$ cat config.mk
export PLATFORM = sky130hd
export DESIGN_NAME = sonar_ping_sequencer
export DESIGN_NICKNAME = d
export VERILOG_FILES = /design/src/rtl/sonar_ping_sequencer.sv
export SDC_FILE = /design/constraint.sdc
export NUM_CORES = 1
export LEC_CHECK = 0
export ABC_AREA = 1
export CAP_MARGIN = 20
export CORE_ASPECT_RATIO = 0.7
export CORE_MARGIN = 5
export CORE_UTILIZATION = 32
export DETAILED_ROUTE_END_ITERATION = 7
export GPL_TIMING_DRIVEN = 0
export PLACE_DENSITY = 0.51
export SLEW_MARGIN = 15
export SYNTH_ARGS = -nofsm -noshare
export SYNTH_HDL_FRONTEND = slang
export SYNTH_SLANG_ARGS = --single-unit
$ cat constraint.sdc
create_clock -name wb_clk_i -period 3.3 [get_ports wb_clk_i]
set_input_delay 0.66 -clock wb_clk_i [delete_from_list [all_inputs] [get_ports wb_clk_i]]
set_output_delay 0.66 -clock wb_clk_i [all_outputs]
set_load 0.05 [all_outputs]
$ cat src/rtl/sonar_ping_sequencer.sv
// rtl/sonar_ping_sequencer.sv - sonar ping sequencer: PCM pacing, TX burst, blanking, TOF capture
// Optional feature macro: SONAR_SEQ_IRQ_EN (masked ping-done interrupt on irq_o, mask in CTRL[3]).
module sonar_ping_sequencer #(
   parameter int BUS_WIDTH = 16
) (
   input  logic                 wb_clk_i,
   input  logic                 wb_rst_n_i,
   input  logic                 wb_valid_i,
   input  logic [3:0]           wbs_adr_i,
   input  logic [BUS_WIDTH-1:0] wbs_dat_i,
   input  logic                 wbs_strb_i,
   output logic                 wbs_ack_o,
   output logic [BUS_WIDTH-1:0] wbs_dat_o,
   input  logic                 cmp_i,
   output logic                 ce_pcm_o,
   output logic                 mclear_o,
   output logic                 tx_o,
   output logic                 irq_o
);
   localparam logic [BUS_WIDTH-1:0] SAT = '1;

   typedef enum logic [2:0] {
      S_IDLE   = 3'd0,
      S_CLEAR  = 3'd1,
      S_TX     = 3'd2,
      S_BLANK  = 3'd3,
      S_LISTEN = 3'd4,
      S_DONE   = 3'd5
   } state_t;

   logic                 r_en, r_start, r_cont;
   logic [BUS_WIDTH-1:0] r_pcm_div, r_tx_half, r_tx_cycles, r_blank, r_window, r_interval;
   logic                 r_ack;
   logic [BUS_WIDTH-1:0] r_dat;
   logic [BUS_WIDTH-1:0] r_div;
   logic                 r_ce;
   state_t               r_state;
   logic                 r_mclear, r_tx, r_done, r_hit, r_timeout;
   logic [BUS_WIDTH-1:0] r_cnt, r_tof, r_tof_cap, r_ping_cnt;
   logic [BUS_WIDTH:0]   r_half;

   logic                 w_wr, w_w1c, w_irq_mask;
   logic [BUS_WIDTH-1:0] w_rd_data, w_tof_inc, w_tof_next;
   logic [BUS_WIDTH:0]   w_half_next;

   assign w_wr        = wb_valid_i & wbs_strb_i;
   assign w_w1c       = w_wr && (wbs_adr_i == 4'd7) && wbs_dat_i[0];
   assign w_tof_inc   = (r_tof == SAT) ? r_tof : r_tof + 1'b1;
   assign w_tof_next  = r_ce ? w_tof_inc : r_tof;
   assign w_half_next = r_half + 1'b1;

`ifdef SONAR_SEQ_IRQ_EN
   logic r_irq_mask;
   assign w_irq_mask = r_irq_mask;
   assign irq_o      = r_done & r_irq_mask;
`else
   assign w_irq_mask = 1'b0;
   assign irq_o      = 1'b0;
`endif

   always_comb begin
      w_rd_data = '0;
      case (wbs_adr_i)
         4'd0: w_rd_data = {{(BUS_WIDTH-4){1'b0}}, w_irq_mask, r_cont, 1'b0, r_en};
         4'd1: w_rd_data = r_pcm_div;
         4'd2: w_rd_data = r_tx_half;
         4'd3: w_rd_data = r_tx_cycles;
         4'd4: w_rd_data = r_blank;
         4'd5: w_rd_data = r_window;
         4'd6: w_rd_data = r_interval;
         4'd7: w_rd_data = {{(BUS_WIDTH-7){1'b0}}, r_state, 1'b0, r_timeout, r_hit, r_done};
         4'd8: w_rd_data = r_tof_cap;
         4'd9: w_rd_data = r_ping_cnt;
         default: w_rd_data = '0;
      endcase
   end

   // Register file; start is a one-clock pulse regardless of what the FSM does with it.
   always_ff @(posedge wb_clk_i or negedge wb_rst_n_i) begin
      if (!wb_rst_n_i) begin
         r_en        <= 1'b0;
         r_start     <= 1'b0;
         r_cont      <= 1'b0;
         r_pcm_div   <= '0;
         r_tx_half   <= '0;
         r_tx_cycles <= '0;
         r_blank     <= '0;
         r_window    <= '0;
         r_interval  <= '0;
         r_ack       <= 1'b0;
         r_dat       <= '0;
`ifdef SONAR_SEQ_IRQ_EN
         r_irq_mask  <= 1'b0;
`endif
      end else begin
         r_start <= 1'b0;
         r_ack   <= wb_valid_i;
         r_dat   <= (wb_valid_i && !wbs_strb_i) ? w_rd_data : '0;
         if (w_wr) begin
            case (wbs_adr_i)
               4'd0: begin
                  r_en    <= wbs_dat_i[0];
                  r_start <= wbs_dat_i[1];
                  r_cont  <= wbs_dat_i[2];
`ifdef SONAR_SEQ_IRQ_EN
                  r_irq_mask <= wbs_dat_i[3];
`endif
               end
               4'd1: r_pcm_div   <= wbs_dat_i;
               4'd2: r_tx_half   <= wbs_dat_i;
               4'd3: r_tx_cycles <= wbs_dat_i;
               4'd4: r_blank     <= wbs_dat_i;
               4'd5: r_window    <= wbs_dat_i;
               4'd6: r_interval  <= wbs_dat_i;
               default: ;
            endcase
         end
      end
   end

   always_ff @(posedge wb_clk_i or negedge wb_rst_n_i) begin
      if (!wb_rst_n_i) begin
         r_div <= '0;
         r_ce  <= 1'b0;
      end else if (!r_en) begin
         r_div <= '0;
         r_ce  <= 1'b0;
      end else if (r_div >= r_pcm_div) begin
         r_div <= '0;
         r_ce  <= 1'b1;
      end else begin
         r_div <= r_div + 1'b1;
         r_ce  <= 1'b0;
      end
   end

   always_ff @(posedge wb_clk_i or negedge wb_rst_n_i) begin
      if (!wb_rst_n_i) begin
         r_state    <= S_IDLE;
         r_mclear   <= 1'b0;
         r_tx       <= 1'b0;
         r_done     <= 1'b0;
         r_hit      <= 1'b0;
         r_timeout  <= 1'b0;
         r_cnt      <= '0;
         r_half     <= '0;
         r_tof      <= '0;
         r_tof_cap  <= '0;
         r_ping_cnt <= '0;
      end else begin
         r_mclear <= 1'b0;
         if (w_w1c) r_done <= 1'b0;
         if (!r_en) begin
            r_state <= S_IDLE;
            r_tx    <= 1'b0;
         end else begin
            case (r_state)
               S_IDLE: if (r_start) begin
                  r_state  <= S_CLEAR;
                  r_mclear <= 1'b1;
               end
               S_CLEAR: begin
                  r_hit     <= 1'b0;
                  r_timeout <= 1'b0;
                  r_cnt     <= '0;
                  r_half    <= '0;
                  if (r_tx_cycles == '0) r_state <= S_BLANK;
                  else begin
                     r_state <= S_TX;
                     r_tx    <= 1'b1;
                  end
               end
               S_TX: if (r_cnt >= r_tx_half) begin
                  r_cnt  <= '0;
                  r_half <= w_half_next;
                  r_tx   <= ~r_tx;
                  if (w_half_next >= {r_tx_cycles, 1'b0}) begin
                     r_tx    <= 1'b0;
                     r_state <= S_BLANK;
                  end
               end else begin
                  r_cnt <= r_cnt + 1'b1;
               end
               S_BLANK: if (r_cnt >= r_blank) begin
                  r_state  <= S_LISTEN;
                  r_mclear <= 1'b1;
                  r_tof    <= '0;
               end else if (r_ce) begin
                  r_cnt <= r_cnt + 1'b1;
               end
               S_LISTEN: begin
                  r_tof <= w_tof_next;
                  // cmp_i is stale while the latch is still being cleared
                  if ((cmp_i && !r_mclear) || (w_tof_next >= r_window)) begin
                     r_state    <= S_DONE;
                     r_done     <= 1'b1;
                     r_ping_cnt <= r_ping_cnt + 1'b1;
                     r_cnt      <= '0;
                     if (cmp_i && !r_mclear) begin
                        r_tof_cap <= w_tof_next;
                        r_hit     <= 1'b1;
                     end else begin
                        r_tof_cap <= SAT;
                        r_timeout <= 1'b1;
                     end
                  end
               end
               S_DONE: if (r_cnt >= r_interval) begin
                  if (r_cont) begin
                     r_state  <= S_CLEAR;
                     r_mclear <= 1'b1;
                  end else begin
                     r_state <= S_IDLE;
                  end
               end else if (r_ce) begin
                  r_cnt <= r_cnt + 1'b1;
               end
               default: r_state <= S_IDLE;
            endcase
         end
      end
   end

   assign wbs_ack_o = r_ack;
   assign wbs_dat_o = r_dat;
   assign ce_pcm_o  = r_ce;
   assign mclear_o  = r_mclear;
   assign tx_o      = r_tx;
endmodule

# Word level (Yosys, flattened, before mapping)
# Cells that the tools add are included.
# word_totals
input_bits,25
ff_bits,222
# op_classes
eq_ne,30
mux,52
n_lt_le_gt_ge,6
n_addsub,5
n_bitwise,2
n_reduce_logical,29
# op_table
operator,n
2-to-1 mux 16 bit,12
one-hot mux 16 bit (10 select lines),1
greater-or-equal comparator 16 bit,5
one-hot mux 16 bit (5 select lines),1
adder 16 x 1 -> 16 bit (second input constant),4
one-hot mux 17 bit (2 select lines),1
one-hot mux 16 bit (2 select lines),1
2-to-1 mux 1 bit,23
2-to-1 mux 3 bit,7
!= test 3 bit (second input constant),7
one-hot mux 3 bit (6 select lines),1
adder 17 x 1 -> 17 bit (second input constant),1
greater-or-equal comparator 17 bit,1
2-to-1 mux 17 bit,1
equality test 16 bit (second input constant),1
equality test 4 x 3 -> 1 bit (second input constant),4
logical NOT 16 bit,1
!= test 2 bit (second input constant),7
AND reduction 2 bit,7
AND reduction 3 bit,4
equality test 4 x 2 -> 1 bit (second input constant),2
equality test 4 bit (second input constant),2
AND reduction 4 bit,2
equality test 3 x 2 -> 1 bit (second input constant),2
17 further kinds,26

# Longest topological paths before layout
# logic_depth
word_depth,8
ltp_mapped,25
ltp_nobuf,24

# Least setup slack after synthesis
# OpenSTA, ideal clock, no wires.
# synth_timing
kind,register to register
start,reg r_ce (netlist: ce_pcm_o)
end,reg r_cnt[9]
slack_ns,0.225
t_required_ns,3.182
synth_period_minus_slack_ns,3.075
setup_time_ns,0.118
t_arrival_ns,2.957
path_stages_with_launch,21
cell_sequence,dfrtp_1 -> clkbuf_1 -> nand2_1 -> inv_1 -> nand3_1 -> nor2_1 -> nand2_1 -> nand2_1 -> and3_1 -> inv_1 -> ha_1 -> nand2_1 -> nor4_1 -> nand2_1 -> nand3_1 -> nand2_1 -> nor2_4 -> inv_2 -> buf_6 -> nand2_1 -> nand2_1
# synth_via
elab_chain_len,5
word_cells_on_any_way,9
cone_classes,1 x order compare; 1 x eq/ne; 5 x mux; 2 x reduce/logical
# synth_rtl
element,line_no,text
from (decl),36,logic r_ce;
from (signal assigned),124,r_ce <= 1'b0;
from (signal assigned),127,r_ce <= 1'b0;
from (signal assigned),130,r_ce <= 1'b1;
2-to-1 mux 16 bit,49,assign w_tof_next = r_ce ? w_tof_inc : r_tof;
greater-or-equal comparator 16 bit,194,if ((cmp_i && !r_mclear) || (w_tof_next >= r_window)) begin
logical OR 1 bit,194,
!= test 2 bit (no line),-,
AND reduction 5 bit (no line),-,
to (signal assigned),182,r_cnt <= r_cnt + 1'b1;
to (signal assigned),189,r_cnt <= r_cnt + 1'b1;
to (signal assigned),216,r_cnt <= r_cnt + 1'b1;
to (decl),39,"logic [BUS_WIDTH-1:0] r_cnt, r_tof, r_tof_cap, r_ping_cnt;"
# Parallel ways exist; a longest one is shown, timed or not. The select of a mux whose other input is x is not followed.
# A chain may end at the register's enable or synchronous reset.

# Worst setup path in the final report
# layout_timing
start,reg r_tof[1]
end,reg r_cnt[8]
# layout_via
elab_chain_len,7
word_cells_on_any_way,8
cone_classes,1 x add/sub; 1 x order compare; 2 x eq/ne; 2 x mux; 2 x reduce/logical
# layout_rtl
element,line_no,text
from (decl),39,
from (signal assigned),192,r_tof <= w_tof_next;
adder 16 x 1 -> 16 bit or equality test 16 bit (tied branches),48,assign w_tof_inc = (r_tof == SAT) ? r_tof : r_tof + 1'b1;
2-to-1 mux 16 bit,48,
2-to-1 mux 16 bit *,49,
greater-or-equal comparator 16 bit *,194,
logical OR 1 bit *,194,
!= test 2 bit (no line) *,-,
AND reduction 5 bit (no line) *,-,
# Mark *: on every way between the ends. The rest lies on a longest branch, timed or not.

==> metrics <==
Synth area leader dfrtp_1; Top cell by count, worst path nand2_1; CTS tree done; total CTS buffers 26; Critical Path Source Type flip-flop; Post-synth EDFFs 0; Max Freq 0.311 GHz; most common cell after layout, fill and taps aside nand2_1; Worst VDD drop 0.369 mV; Vias/cell 5.17; die span in x 255 um; Post-synth ARST share 100%; Final HPWL DP 37,000 um; gr ovfl total 0; area grow syn2layout 19.2%; worst-skew pair later-pin latency 0.56 ns; crit end category flip-flop; Net Sw Power 3.52 mW; gpl congestion 0.915; Internal 6.23 mW; vias in the first global route 11,600; post-synth cell types 49; Syn Inst Count 1,762; Final min period 3.22 ns; wire per inst 20.1 um; max_cap viols 0; die area 46,400 um2; number of nets with antenna violations after routing 0; Sequential Power Share 36.7%; final WL 48,500 um; Hold Path Class primary input to asynchronous set/reset pin; top cells by area, synth dfrtp_1 41%, nand2_1 13%, ha_1 9.4%; Max H-tree Level 1; critical path, cell by cell buf_4 -> nand3_2 -> nor2_4 -> inv_1 -> nor2_2 -> nand2_1 -> nand2_1 -> and3_1 -> inv_1 -> ha_1 -> nand2_2 -> nor4_4 -> nand2_4 -> nand3_4 -> nand2_4 -> nor2_4 -> inv_4 -> buf_8 -> nand2_1 -> nand2_1; leading cell types in the layout, fill and taps excluded 439 x nand2_1, 289 x inv_1, 217 x dfrtp_1, 146 x o21ai_0, 106 x nor2_1; final hold violations 0; placed cell count 2,352; final core utilization 38.9%; Post-route DRC 0; Worst path max stage delay 0.40 ns; Comb pwr share 29.2%; CORE AREA 41,300 um2; initial DRC count 1,416; Final Max Slew Viols 0; sequential cell area fraction in the yosys report 41.2%; first-pass GRT wire length 73,200 um; leakage 8.02 nW; clk buf depth 3; switching part of the total 36.1%; Via Count 12,500; met1 WL 23,300 um; antenna violations before repair 1; endpoints failing setup 0; largest net degree at the start of global routing 98; critical path class flip-flop to flip-flop; share of the synthesized area in the top cell type 41.2%; Power per Cell Area 607 nW/um2; site row count 62; GRT Util Overall 20.3%; outcome complete, no violations; Die Ht 182 um; 1st-pass router iterations 5; Syn Area/Cell 7.65 um2; critical path required time 3.75 ns; final worst-path cycle share 97.5%; flops & latches, synth 222; clock power share 34.1%; I/O Buffers 44; RSZ-0062 raised after global routing yes; Max Used Layer met4; # IOs 46; met3 WL 4680 um; Reg clk slew, reported paths 0.06 ns; Critical Path Start r_tof[1]; Slew @ Worst Pin 0.852 ns; NumNets Final 1,979; initial core utilization 32.6%; crit path DAT 3.66 ns; yosys warns 0; skew final 0.00830 ns; share of layout cells above drive strength 1 8.07%; Clock Sinks 222; syn_nets 1,888; Crit-path slowest cell dfrtp_2; Post-Syn Area 13,500 um2; prevailing post-synth register cell dfrtp_1; origin of the critical flop-to-flop path r_tof[1]; Slew headroom 43.2%; root buffer cell clkbuf_16; Detail Route met2 WL 19,500 um; CP Max Fanout 10; hold buffer count at cts 0; total power 9.75 mW; final std cells w/o fill 2,417
[registers in the layout, summed over array words and instances (netlist names)]
register	flops
r_blank	16
wbs_ack_o	1
r_div	16
r_cont	1
r_hit	1
r_done	1
wbs_dat_o	16
r_tx_cycles	16
mclear_o	1
r_ping_cnt	16
r_en	1
r_pcm_div	16
r_tof_cap	16
tx_o	1
r_window	16
r_cnt	16
r_half	17
r_timeout	1
r_start	1
r_interval	16
r_tof	16
ce_pcm_o	1
r_tx_half	16
r_state	3
[layout make-up]
class                      count  area, um2
antenna                        2       5.00
clock inverter                 9        174
fill                        4345      25300
inverter                     298       1120
multi-input combinational   1196       6840
sequential                   222       5560
clock buffer                  37        803
tap                          544        681
timing repair buffer          63        641
buffer                        46        236
[metrics by stage]
stage | area, um2 | setup WS [ns] | TNS [ns] | hold WS [ns]
3_3_place_gp | 14600 | -8.64 | -1929.48 | 0.465
3_5_place_dp | 14700 | -0.582 | -22.37 | 0.473
6_report | 16100 | 0.0816 | 0 | 0.0203
4_1_cts | 15800 | 0.00288 | 0 | 0.0184
2_1_floorplan | 13500 | 0.225 | 0 | 0.364
5_1_grt | 16100 | -0.0719 | -1.54 | 0.0463
[timing repair]
action | CTS | global route
resized for setup | 35 | 43
endpoints found under the setup margin | 54 | 54
setup buffers | 8 | 9
pin swaps | 7 | 15
cloned | 1 | 0
[worst paths after layout]
check	slack, ns	to	cells after the start
min in group wb_clk_i	0.48	r_blank[15]	2
worst min register to register	0.48	r_blank[15]	2
worst max-delay path	0.08	r_cnt[8]	20
worst min-delay path	0.02	r_ping_cnt[10]	1
worst max register to register	0.08	r_cnt[8]	20
max in group asynchronous	1.97	r_pcm_div[10]	3
[routing by layer]
layer	track usage, %	vias up
met5	0	-
met4	4.36	0
met3	5.68	68
met2	28.3	491
met1	31.1	6023
li1	-	5920
[cell usage after synthesis, types with 3 or more instances]
library cell / instances
inv_2: 5
nor2_4: 3
buf_2: 8
o31ai_1: 3
inv_1: 292
xor2_1: 43
a21o_1: 4
a211oi_1: 3
o41ai_1: 3
o21a_1: 4
clkbuf_1: 34
nand3_1: 72
a22oi_1: 16
o21bai_1: 5
nor4_1: 9
ha_1: 101
a21oi_1: 54
o22ai_1: 49
nor2_1: 112
o211ai_1: 3
xnor2_1: 4
o221ai_1: 6
nor3_2: 4
and3_1: 3
a221oi_1: 8
dfrtp_1: 222
o21ai_0: 156
nor3_1: 28
nand4_1: 29
or2_2: 7
nand2_1: 449
[cell families (layout without fill, tap and decap cells)]
| family | after synthesis | in the layout | synth area share [%] |
|---|---|---|---|
| adder cells (fa/ha/maj) | 101 | 101 | 9.38 |
| AO/OA/AOI/OAI | 319 | 319 | 13.6 |
| other | 1 | 3 | 0.0278 |
| flip-flops | 222 | 222 | 41.2 |
| AND/OR/NAND/NOR | 726 | 727 | 22.8 |
| XOR/XNOR | 48 | 48 | 3.17 |
| buffers and inverters | 345 | 453 | 9.85 |
[power by group through the flow]
stage / clock, mW / sequential [mW] / combinational, mW
6_report: 3.32 / 3.58 / 2.85
5_1_grt: 3.48 / 3.63 / 3.20
4_1_cts: 3.38 / 3.56 / 2.69
3_5_place_dp: 0 / 3.60 / 2.59
3_3_place_gp: 0 / 3.60 / 2.54
2_1_floorplan: 0 / 3.53 / 1.69
[worst max-delay path, delay by kind of cell, from the launching register on]
kind                       cells  cell delay (ns)
buffers and inverters          5             0.51
and+or+nand+nor               14             1.86
adders and majority gates      1             0.31
DFF                            1             0.40
Note: power is estimated with default switching activity, not from simulation.
